### config.mk
export PLATFORM = sky130hd
export DESIGN_NAME = uart_peripheral
export DESIGN_NICKNAME = d
export VERILOG_FILES = /design/src/rtl/uart_pkg.sv /design/src/rtl/uart_rx.sv /design/src/rtl/uart_peripheral.sv
export SDC_FILE = /design/constraint.sdc
export NUM_CORES = 1
export LEC_CHECK = 0
export BUFFER_PORTS_ARGS = -buffer_cell sky130_fd_sc_hd__buf_2
export CAP_MARGIN = 20
export CORE_MARGIN = 1.5
export CORE_UTILIZATION = 30
export DETAILED_ROUTE_END_ITERATION = 10
export GPL_TIMING_DRIVEN = 0
export HOLD_SLACK_MARGIN = 0.03
export REMOVE_ABC_BUFFERS = 1
export SLEW_MARGIN = 20
export SYNTH_ARGS = -nofsm -noshare
export SYNTH_HDL_FRONTEND = slang
export SYNTH_SLANG_ARGS = --single-unit
### constraint.sdc
create_clock -name clk -period 2.5 [get_ports clk]
set_clock_uncertainty 0.1 [all_clocks]
set_input_delay 0.375 -clock clk [delete_from_list [all_inputs] [get_ports clk]]
set_output_delay 0.375 -clock clk [all_outputs]
set_load 0.02 [all_outputs]
### src/rtl/uart_pkg.sv
// Shared UART definitions: register addresses, CON bit layout and the serial frame
// state encoding used by both the transmitter and the receiver.
package uart_pkg;

  localparam logic [31:0] UART_TXD_ADDR = 32'h4000_0018;
  localparam logic [31:0] UART_RXD_ADDR = 32'h4000_001C;
  localparam logic [31:0] UART_CON_ADDR = 32'h4000_0020;

  localparam int CON_TX_INT_EN = 0;
  localparam int CON_RX_INT_EN = 1;
  localparam int CON_TX_DONE   = 2;
  localparam int CON_RX_VALID  = 3;
  localparam int CON_TX_BUSY   = 4;
  localparam int CON_OVERRUN   = 5;

  typedef enum logic [1:0] {
    ST_IDLE  = 2'd0,
    ST_START = 2'd1,
    ST_DATA  = 2'd2,
    ST_STOP  = 2'd3
  } ser_state_t;

endpackage

### src/rtl/uart_rx.sv
// 8N1 receiver: two-flop synchronizer, start-bit glitch rejection, mid-bit sampling.
// Byte is valid with a one-cycle rx_strobe at the stop-bit centre; no backpressure, framing errors drop the byte.
module uart_rx
  import uart_pkg::*;
#(
  parameter int CLKS_PER_BIT = 5208
) (
  input  logic       clk,
  input  logic       reset,
  input  logic       din,
  output logic [7:0] rx_byte,
  output logic       rx_strobe
);

  localparam int CW = $clog2(CLKS_PER_BIT);
  localparam logic [CW-1:0] BIT_LAST  = CW'(CLKS_PER_BIT - 1);
  localparam logic [CW-1:0] HALF_LAST = CW'(CLKS_PER_BIT / 2 - 1);

  ser_state_t    state, state_n;
  logic [1:0]    sync;
  logic [CW-1:0] cnt;
  logic [2:0]    bit_idx;
  logic [7:0]    shreg;
  logic          din_s, bit_tick, half_tick;

  assign din_s     = sync[1];
  assign bit_tick  = (cnt == BIT_LAST);
  assign half_tick = (cnt == HALF_LAST);
  assign rx_byte   = shreg;

  // Idle-high reset so a reset never looks like a start bit.
  always_ff @(posedge clk or negedge reset) begin
    if (!reset) sync <= 2'b11;
    else        sync <= {sync[0], din};
  end

  always_ff @(posedge clk or negedge reset) begin
    if (!reset) state <= ST_IDLE;
    else        state <= state_n;
  end

  always_comb begin
    state_n = state;
    case (state)
      ST_IDLE:  if (!din_s) state_n = ST_START;
      ST_START: if (half_tick) state_n = din_s ? ST_IDLE : ST_DATA;
      ST_DATA:  if (bit_tick && bit_idx == 3'd7) state_n = ST_STOP;
      ST_STOP:  if (bit_tick) state_n = ST_IDLE;
      default:  state_n = ST_IDLE;
    endcase
  end

  always_comb begin
    rx_strobe = (state == ST_STOP) && bit_tick && din_s;
  end

  // The half-bit wait in START aligns every later full-bit tick to a bit centre.
  always_ff @(posedge clk or negedge reset) begin
    if (!reset) begin
      cnt     <= '0;
      bit_idx <= '0;
      shreg   <= '0;
    end else begin
      case (state)
        ST_IDLE: begin
          cnt     <= '0;
          bit_idx <= '0;
        end
        ST_START: cnt <= half_tick ? '0 : cnt + 1'b1;
        ST_DATA: begin
          if (bit_tick) begin
            cnt     <= '0;
            bit_idx <= bit_idx + 3'd1;
            shreg   <= {din_s, shreg[7:1]};
          end else begin
            cnt <= cnt + 1'b1;
          end
        end
        ST_STOP: cnt <= bit_tick ? '0 : cnt + 1'b1;
        default: cnt <= '0;
      endcase
    end
  end

endmodule

### src/rtl/uart_peripheral.sv
// Memory-mapped UART (TXD/RXD/CON), 8N1 transmitter and registered level interrupt.
// rdata is combinational (0 cycles); no backpressure: TXD writes while the transmitter is busy are dropped.
module uart_peripheral
  import uart_pkg::*;
#(
  parameter int CLKS_PER_BIT = 5208
) (
  input  logic        clk,
  input  logic        reset,
  input  logic        rd,
  input  logic        wr,
  input  logic [31:0] addr,
  input  logic [31:0] wdata,
  output logic [31:0] rdata,
  input  logic        din,
  output logic        dout,
  output logic        irqout
);

  localparam int CW = $clog2(CLKS_PER_BIT);
  localparam logic [CW-1:0] BIT_LAST = CW'(CLKS_PER_BIT - 1);

  ser_state_t    tx_state, tx_state_n;
  logic [CW-1:0] tx_cnt, tx_cnt_n;
  logic [2:0]    tx_bit, tx_bit_n;
  logic          tx_level, tx_tick, tx_start, tx_finish, tx_busy;
  logic [7:0]    txd_reg, rxd_reg, rx_byte;
  logic          rx_strobe;
  logic          tx_int_en, rx_int_en, tx_done, rx_valid, overrun;
  logic          sel_txd, sel_rxd, sel_con, con_rd, rxd_rd;
  logic [31:0]   con_val;
  logic          unused_wdata;

  assign sel_txd      = (addr == UART_TXD_ADDR);
  assign sel_rxd      = (addr == UART_RXD_ADDR);
  assign sel_con      = (addr == UART_CON_ADDR);
  assign con_rd       = rd && sel_con;
  assign rxd_rd       = rd && sel_rxd;
  assign tx_busy      = (tx_state != ST_IDLE);
  assign tx_tick      = (tx_cnt == BIT_LAST);
  assign tx_start     = wr && sel_txd && !tx_busy;
  assign tx_finish    = (tx_state == ST_STOP) && tx_tick;
  assign unused_wdata = ^wdata[31:8];

  uart_rx #(
    .CLKS_PER_BIT(CLKS_PER_BIT)
  ) u_rx (
    .clk      (clk),
    .reset    (reset),
    .din      (din),
    .rx_byte  (rx_byte),
    .rx_strobe(rx_strobe)
  );

  always_ff @(posedge clk or negedge reset) begin
    if (!reset) begin
      tx_state <= ST_IDLE;
      tx_cnt   <= '0;
      tx_bit   <= '0;
      dout     <= 1'b1;
    end else begin
      tx_state <= tx_state_n;
      tx_cnt   <= tx_cnt_n;
      tx_bit   <= tx_bit_n;
      dout     <= tx_level;
    end
  end

  always_comb begin
    tx_state_n = tx_state;
    tx_cnt_n   = tx_cnt + 1'b1;
    tx_bit_n   = tx_bit;
    case (tx_state)
      ST_IDLE: begin
        tx_cnt_n = '0;
        tx_bit_n = '0;
        if (tx_start) tx_state_n = ST_START;
      end
      ST_START: begin
        if (tx_tick) begin
          tx_state_n = ST_DATA;
          tx_cnt_n   = '0;
        end
      end
      ST_DATA: begin
        if (tx_tick) begin
          tx_cnt_n = '0;
          if (tx_bit == 3'd7) tx_state_n = ST_STOP;
          else                tx_bit_n   = tx_bit + 3'd1;
        end
      end
      ST_STOP: begin
        if (tx_tick) begin
          tx_state_n = ST_IDLE;
          tx_cnt_n   = '0;
        end
      end
      default: tx_state_n = ST_IDLE;
    endcase
  end

  // Line level is decoded from the next state so dout is a clean flop output.
  always_comb begin
    tx_level = 1'b1;
    case (tx_state_n)
      ST_START: tx_level = 1'b0;
      ST_DATA:  tx_level = txd_reg[tx_bit_n];
      default:  tx_level = 1'b1;
    endcase
  end

  always_comb begin
    con_val                = '0;
    con_val[CON_TX_INT_EN] = tx_int_en;
    con_val[CON_RX_INT_EN] = rx_int_en;
    con_val[CON_TX_DONE]   = tx_done;
    con_val[CON_RX_VALID]  = rx_valid;
    con_val[CON_TX_BUSY]   = tx_busy;
    con_val[CON_OVERRUN]   = overrun;
  end

  always_comb begin
    rdata = '0;
    if (rd) begin
      if (sel_txd)      rdata = {24'd0, txd_reg};
      else if (sel_rxd) rdata = {24'd0, rxd_reg};
      else if (sel_con) rdata = con_val;
    end
  end

  // Event sets take priority over read-side clears landing on the same edge.
  always_ff @(posedge clk or negedge reset) begin
    if (!reset) begin
      txd_reg   <= '0;
      rxd_reg   <= '0;
      tx_int_en <= 1'b0;
      rx_int_en <= 1'b0;
      tx_done   <= 1'b0;
      rx_valid  <= 1'b0;
      overrun   <= 1'b0;
      irqout    <= 1'b0;
    end else begin
      if (tx_start) txd_reg <= wdata[7:0];
      if (wr && sel_con) begin
        tx_int_en <= wdata[CON_TX_INT_EN];
        rx_int_en <= wdata[CON_RX_INT_EN];
      end
      if (tx_finish)   tx_done <= 1'b1;
      else if (con_rd) tx_done <= 1'b0;
      if (rx_strobe) begin
        rxd_reg  <= rx_byte;
        rx_valid <= 1'b1;
      end else if (rxd_rd) begin
        rx_valid <= 1'b0;
      end
      if (rx_strobe && rx_valid) overrun <= 1'b1;
      else if (con_rd)           overrun <= 1'b0;
      irqout <= (tx_int_en & tx_done) | (rx_int_en & rx_valid);
    end
  end

endmodule

==> results by stage <==
Die:
- The floorplan step set the die width to 114 um.
- The starting density of the core is 0.308.
- After floorplanning, the core was sized to cover 12100 um2.
- The die covers 13100 um2.
- The cell row count is 40.
- The die height is 114 um.
- roughly 100 I/O pins were placed.

Global route:
- The number of global-route vias before repair was around 2700.
- The overflow left after global routing is 0.
- The first global-routing pass estimated between 10 and 15 mm of wire.
- The number of antenna violations at the first check in global routing is 0.
- The pin count of the biggest net entering global routing is 58.
- For this run, the total global-route usage over all layers was measured as 0.125.

Cells and area:
- The proportion of layout cells with a drive suffix above 1 is 0.287.
- In the layout the commonest cells are sky130_fd_sc_hd__dfrtp_1, sky130_fd_sc_hd__buf_2, sky130_fd_sc_hd__nor2_1, sky130_fd_sc_hd__mux2_2, sky130_fd_sc_hd__nand3_1.
- For this run, the share of the core covered by cells in the final layout is 0.374.
- After filler insertion, the fill cell instance count of the layout stands at 1223.
- The area of combinational cells with multiple inputs is 1850 um2.
- Registers take roughly 1700 um2.
- The antenna diode count is 0.
- The net count of the finished layout is between 400 and 500.
- The library cell used most frequently in the layout, excluding fill and tap cells, is sky130_fd_sc_hd__dfrtp_1.
- Leaving out filler cells and counting taps, the final layout contains roughly 580.
- The area added between synthesis and finish is 21.4%.
- In the final layout, the registers with the most flip-flops are tx_cnt (13), u_rx.cnt (13).

Worst setup path:
- STA classifies the critical path endpoint as a flop.
- The startpoint of the worst register-to-register path is tx_cnt[0].
- The critical-path cell with the highest stage delay is sky130_fd_sc_hd__or4b_2.
- The kind of cell with the highest combined delay along the critical path is simple AND/OR/NAND/NOR gates.
- The worst register-to-register path ends at dout.
- The endpoint required time on the critical path is between 2 and 3 ns.
- Along the worst path, the maximum fanout reaches 11.
- The buffer and inverter count on the worst path is 0.
- Setup slack on the worst reg-to-reg path comes out at between 0.1 and 0.15 ns.
- The signal on the critical path passes through ha_2 -> and4bb_2 -> and3_4 -> or4b_2 -> o41ai_1 -> a211oi_1 -> a31oi_1.
- The classification of the worst setup path is reg -> reg.
- The category of the worst setup path launch point is a flop.
- Measured in cells, the most critical reg-to-reg path has a length of 7.
- The data arrival at the endpoint of the critical path is 2.54 ns.
- The largest single stage delay on the critical path is between 0.6 and 0.7 ns.

Synth:
- The average cell area after synthesis is around 11 um2.
- The predominant post-synthesis flop cell is sky130_fd_sc_hd__dfrtp_1.
- The register bit total from synthesis is between 60 and 70.
- The register area share after synthesis is 0.466.
- The area of the mapped netlist is approximately 3700 um2.
- The async set-or-reset flop fraction in the synthesized netlist is 1.00.
- The number of enable-type register cells in the synthesized netlist is 0.
- The number of unique standard cell types used by synthesis is 61.
- The Yosys step of the flow raised 0 warnings.
- The cell count after synthesis came out at between 300 and 400.

STA:
- The slew at the pin closest to its max-slew limit is roughly 0.7 ns.
- The final cycle utilization of the critical path is 0.958.
- The final max-slew violation count is 0.
- In this run the tightest slew margin relative to its limit is 0.531.
- Setup repair after global routing left no endpoint under its margin.
- The worst setup slack after layout is 0.106 ns.
- Static timing analysis puts the maximum clock frequency at between 400 and 500 MHz.
- The final-report hold violation count is 0.
- The tightest hold path in the finished design has a slack of 0.174 ns.
- The final number of setup-violating endpoints is 0.
- The minimum clock period is between 2 and 2.5 ns.

Clock tree:
- The TritonCTS buffer count is 9.
- The TritonCTS clock tree is yes.
- The root buffer cell is sky130_fd_sc_hd__clkbuf_16.
- The H-tree was split into 3 levels.
- Clock-pin slew was measured on the worst setup and hold paths at approximately 0.06 ns.
- The later pin in the worst-skew pair is clocked with a latency of 0.33 ns.
- The maximum clock path buffer count is 2.
- The CTS sink count is between 60 and 70.

Placed design:
- The pre-CTS setup slack is -0.172 ns.
- The final HPWL from detailed placement is 5.68 mm.
- The placer's final routability congestion estimate is around 0.88.
- Counting tap cells, the placed design contains a total of 561 instances.
- Port buffering added 54 buffers.

Status:
- The run finished with clean final reports.

Drt:
- In this run, the number of DRC markers left after iteration 0 of detailed routing was 167.
- The detailed-route wire length is roughly 8 mm.
- Detailed routing placed a total of around 350 um of wire on met3.
- After detailed routing, the wire length on met1 is 3.66 mm.
- The uppermost layer routed is met4.
- The count of nets left with antenna violations once routing finished came out at 0.
- Dividing the detail-routed wire length by the instance count gives ~14 um.
- After detailed routing, the number of remaining DRC violations is 0.
- For this run, the detailed router's first-pass iteration total came to 7.
- After detailed routing, the met2 layer carries roughly 3.9 mm of wire.
- The detailed router placed between 2000 and 3000 vias in this run.
- The via density per instance is between 4 and 5.

Worst hold path:
- For hold timing, the worst endpoint is txd_reg[3].
- Along the worst hold path, the cell count comes to 2.
- The startpoint of the most critical hold path is wdata[3].
- The path class of the tightest hold or removal check is in -> reg.

Pwr:
- VDD sags by at most ~0.46 mV.
- Power spread over the standard cell area amounts to between 600 and 700 nW/um2.
- The proportion of power drawn by combinational gates is 0.040.
- The share of total power dissipated in sequential elements is 0.411.
- Of the total power, the clock network draws 0.549.
- For this design the total switching power over the nets is ~560 uW.
- Of the total power, the share spent switching nets is 0.206.
- The static leakage is 0.00220 uW.
- The internal power of the cells totals approximately 2200 uW.

Flow run:
- The number of max-cap violations is 0.
[per-layer routing]
metal  track usage  up-vias
li1              -     1352
met1         0.169     1388
met2         0.194       67
met3        0.0418       10
met4        0.0308        0
met5             0        -
[layout make-up]
type,instances,share of cell area
Timing Repair Buffer,60,0.0760
Clock inverter,6,0.0258
Inverter,6,0.00500
Multi-Input combinational cell,263,0.410
Sequential cell,69,0.384
Clock buffer,10,0.0530
Tap cell,168,0.0466
[cell families after synthesis]
kind of cell             share of synthesized area
flip-flops                                   0.466
multiplexers                                 0.106
adder cells (fa/ha/maj)                     0.0169
AO/OA/AOI/OAI                               0.0886
other                                      0.00101
buffers and inverters                       0.0701
XOR/XNOR                                    0.0495
AND/OR/NAND/NOR                              0.202
[repair_timing]
action | 4_1_cts | 5_1_grt
hold buffers | 2 | 0
hold endpoints to repair | 13 | 0
gates resized for setup | 5 | 2
buffers inserted | 0 | 3
endpoints found under the setup margin | 6 | 1
pin swaps | 0 | 1
[cells in the mapped netlist, types with 5 or more instances]
cell type                  n  share of area
sky130_fd_sc_hd__o21ai_0   5         0.0067
sky130_fd_sc_hd__nor2_1   35          0.035
sky130_fd_sc_hd__a22o_1    8          0.019
sky130_fd_sc_hd__buf_4    25          0.051
sky130_fd_sc_hd__mux2_2   27          0.082
sky130_fd_sc_hd__dfrtp_1  66           0.44
sky130_fd_sc_hd__nor4_1    7          0.012
sky130_fd_sc_hd__and3_1   10          0.017
sky130_fd_sc_hd__xor2_1   18          0.042
sky130_fd_sc_hd__nand4_1   5         0.0084
sky130_fd_sc_hd__mux2i_1   9          0.024
sky130_fd_sc_hd__a21oi_1   7         0.0094
sky130_fd_sc_hd__ha_1      5          0.017
sky130_fd_sc_hd__inv_1     6         0.0061
sky130_fd_sc_hd__nand3_1  25          0.034
sky130_fd_sc_hd__nand2_1  18          0.018
[worst max-delay path by stage]
| stage | startpoint | end | slack [ns] | cells after the start |
|---|---|---|---|---|
| after global routing | tx_cnt[0] | dout | 0.001 | 7 |
| final | tx_cnt[0] | dout | 0.11 | 7 |
| after CTS | tx_cnt[0] | dout | 0.04 | 7 |
| after detailed placement | tx_bit[0] | dout | -0.17 | 8 |
| after floorplan | tx_cnt[0] | dout | 0.21 | 7 |
| after global placement | tx_bit[0] | dout | -0.16 | 8 |
[power groups by stage]
| stage | registers [uW] | clock network, uW | logic (uW) |
|---|---|---|---|
| after floorplan | 1140 | 0 | 39.2 |
| after global placement | 1140 | 0 | 99.5 |
| after detailed placement | 1140 | 0 | 108 |
| after CTS | 1120 | 1530 | 111 |
| after global routing | 1120 | 1580 | 122 |
| final | 1120 | 1500 | 109 |
[through the flow]
step	total power, uW	area [um2]	setup TNS [ns]
after detailed placement	1250	4070	-0.387
after CTS	2760	4470	0
after global placement	1240	4040	-0.320
after floorplan	1180	3560	0
final	2730	4510	0
after global routing	2820	4510	0
(Power assumes the default switching activity.)
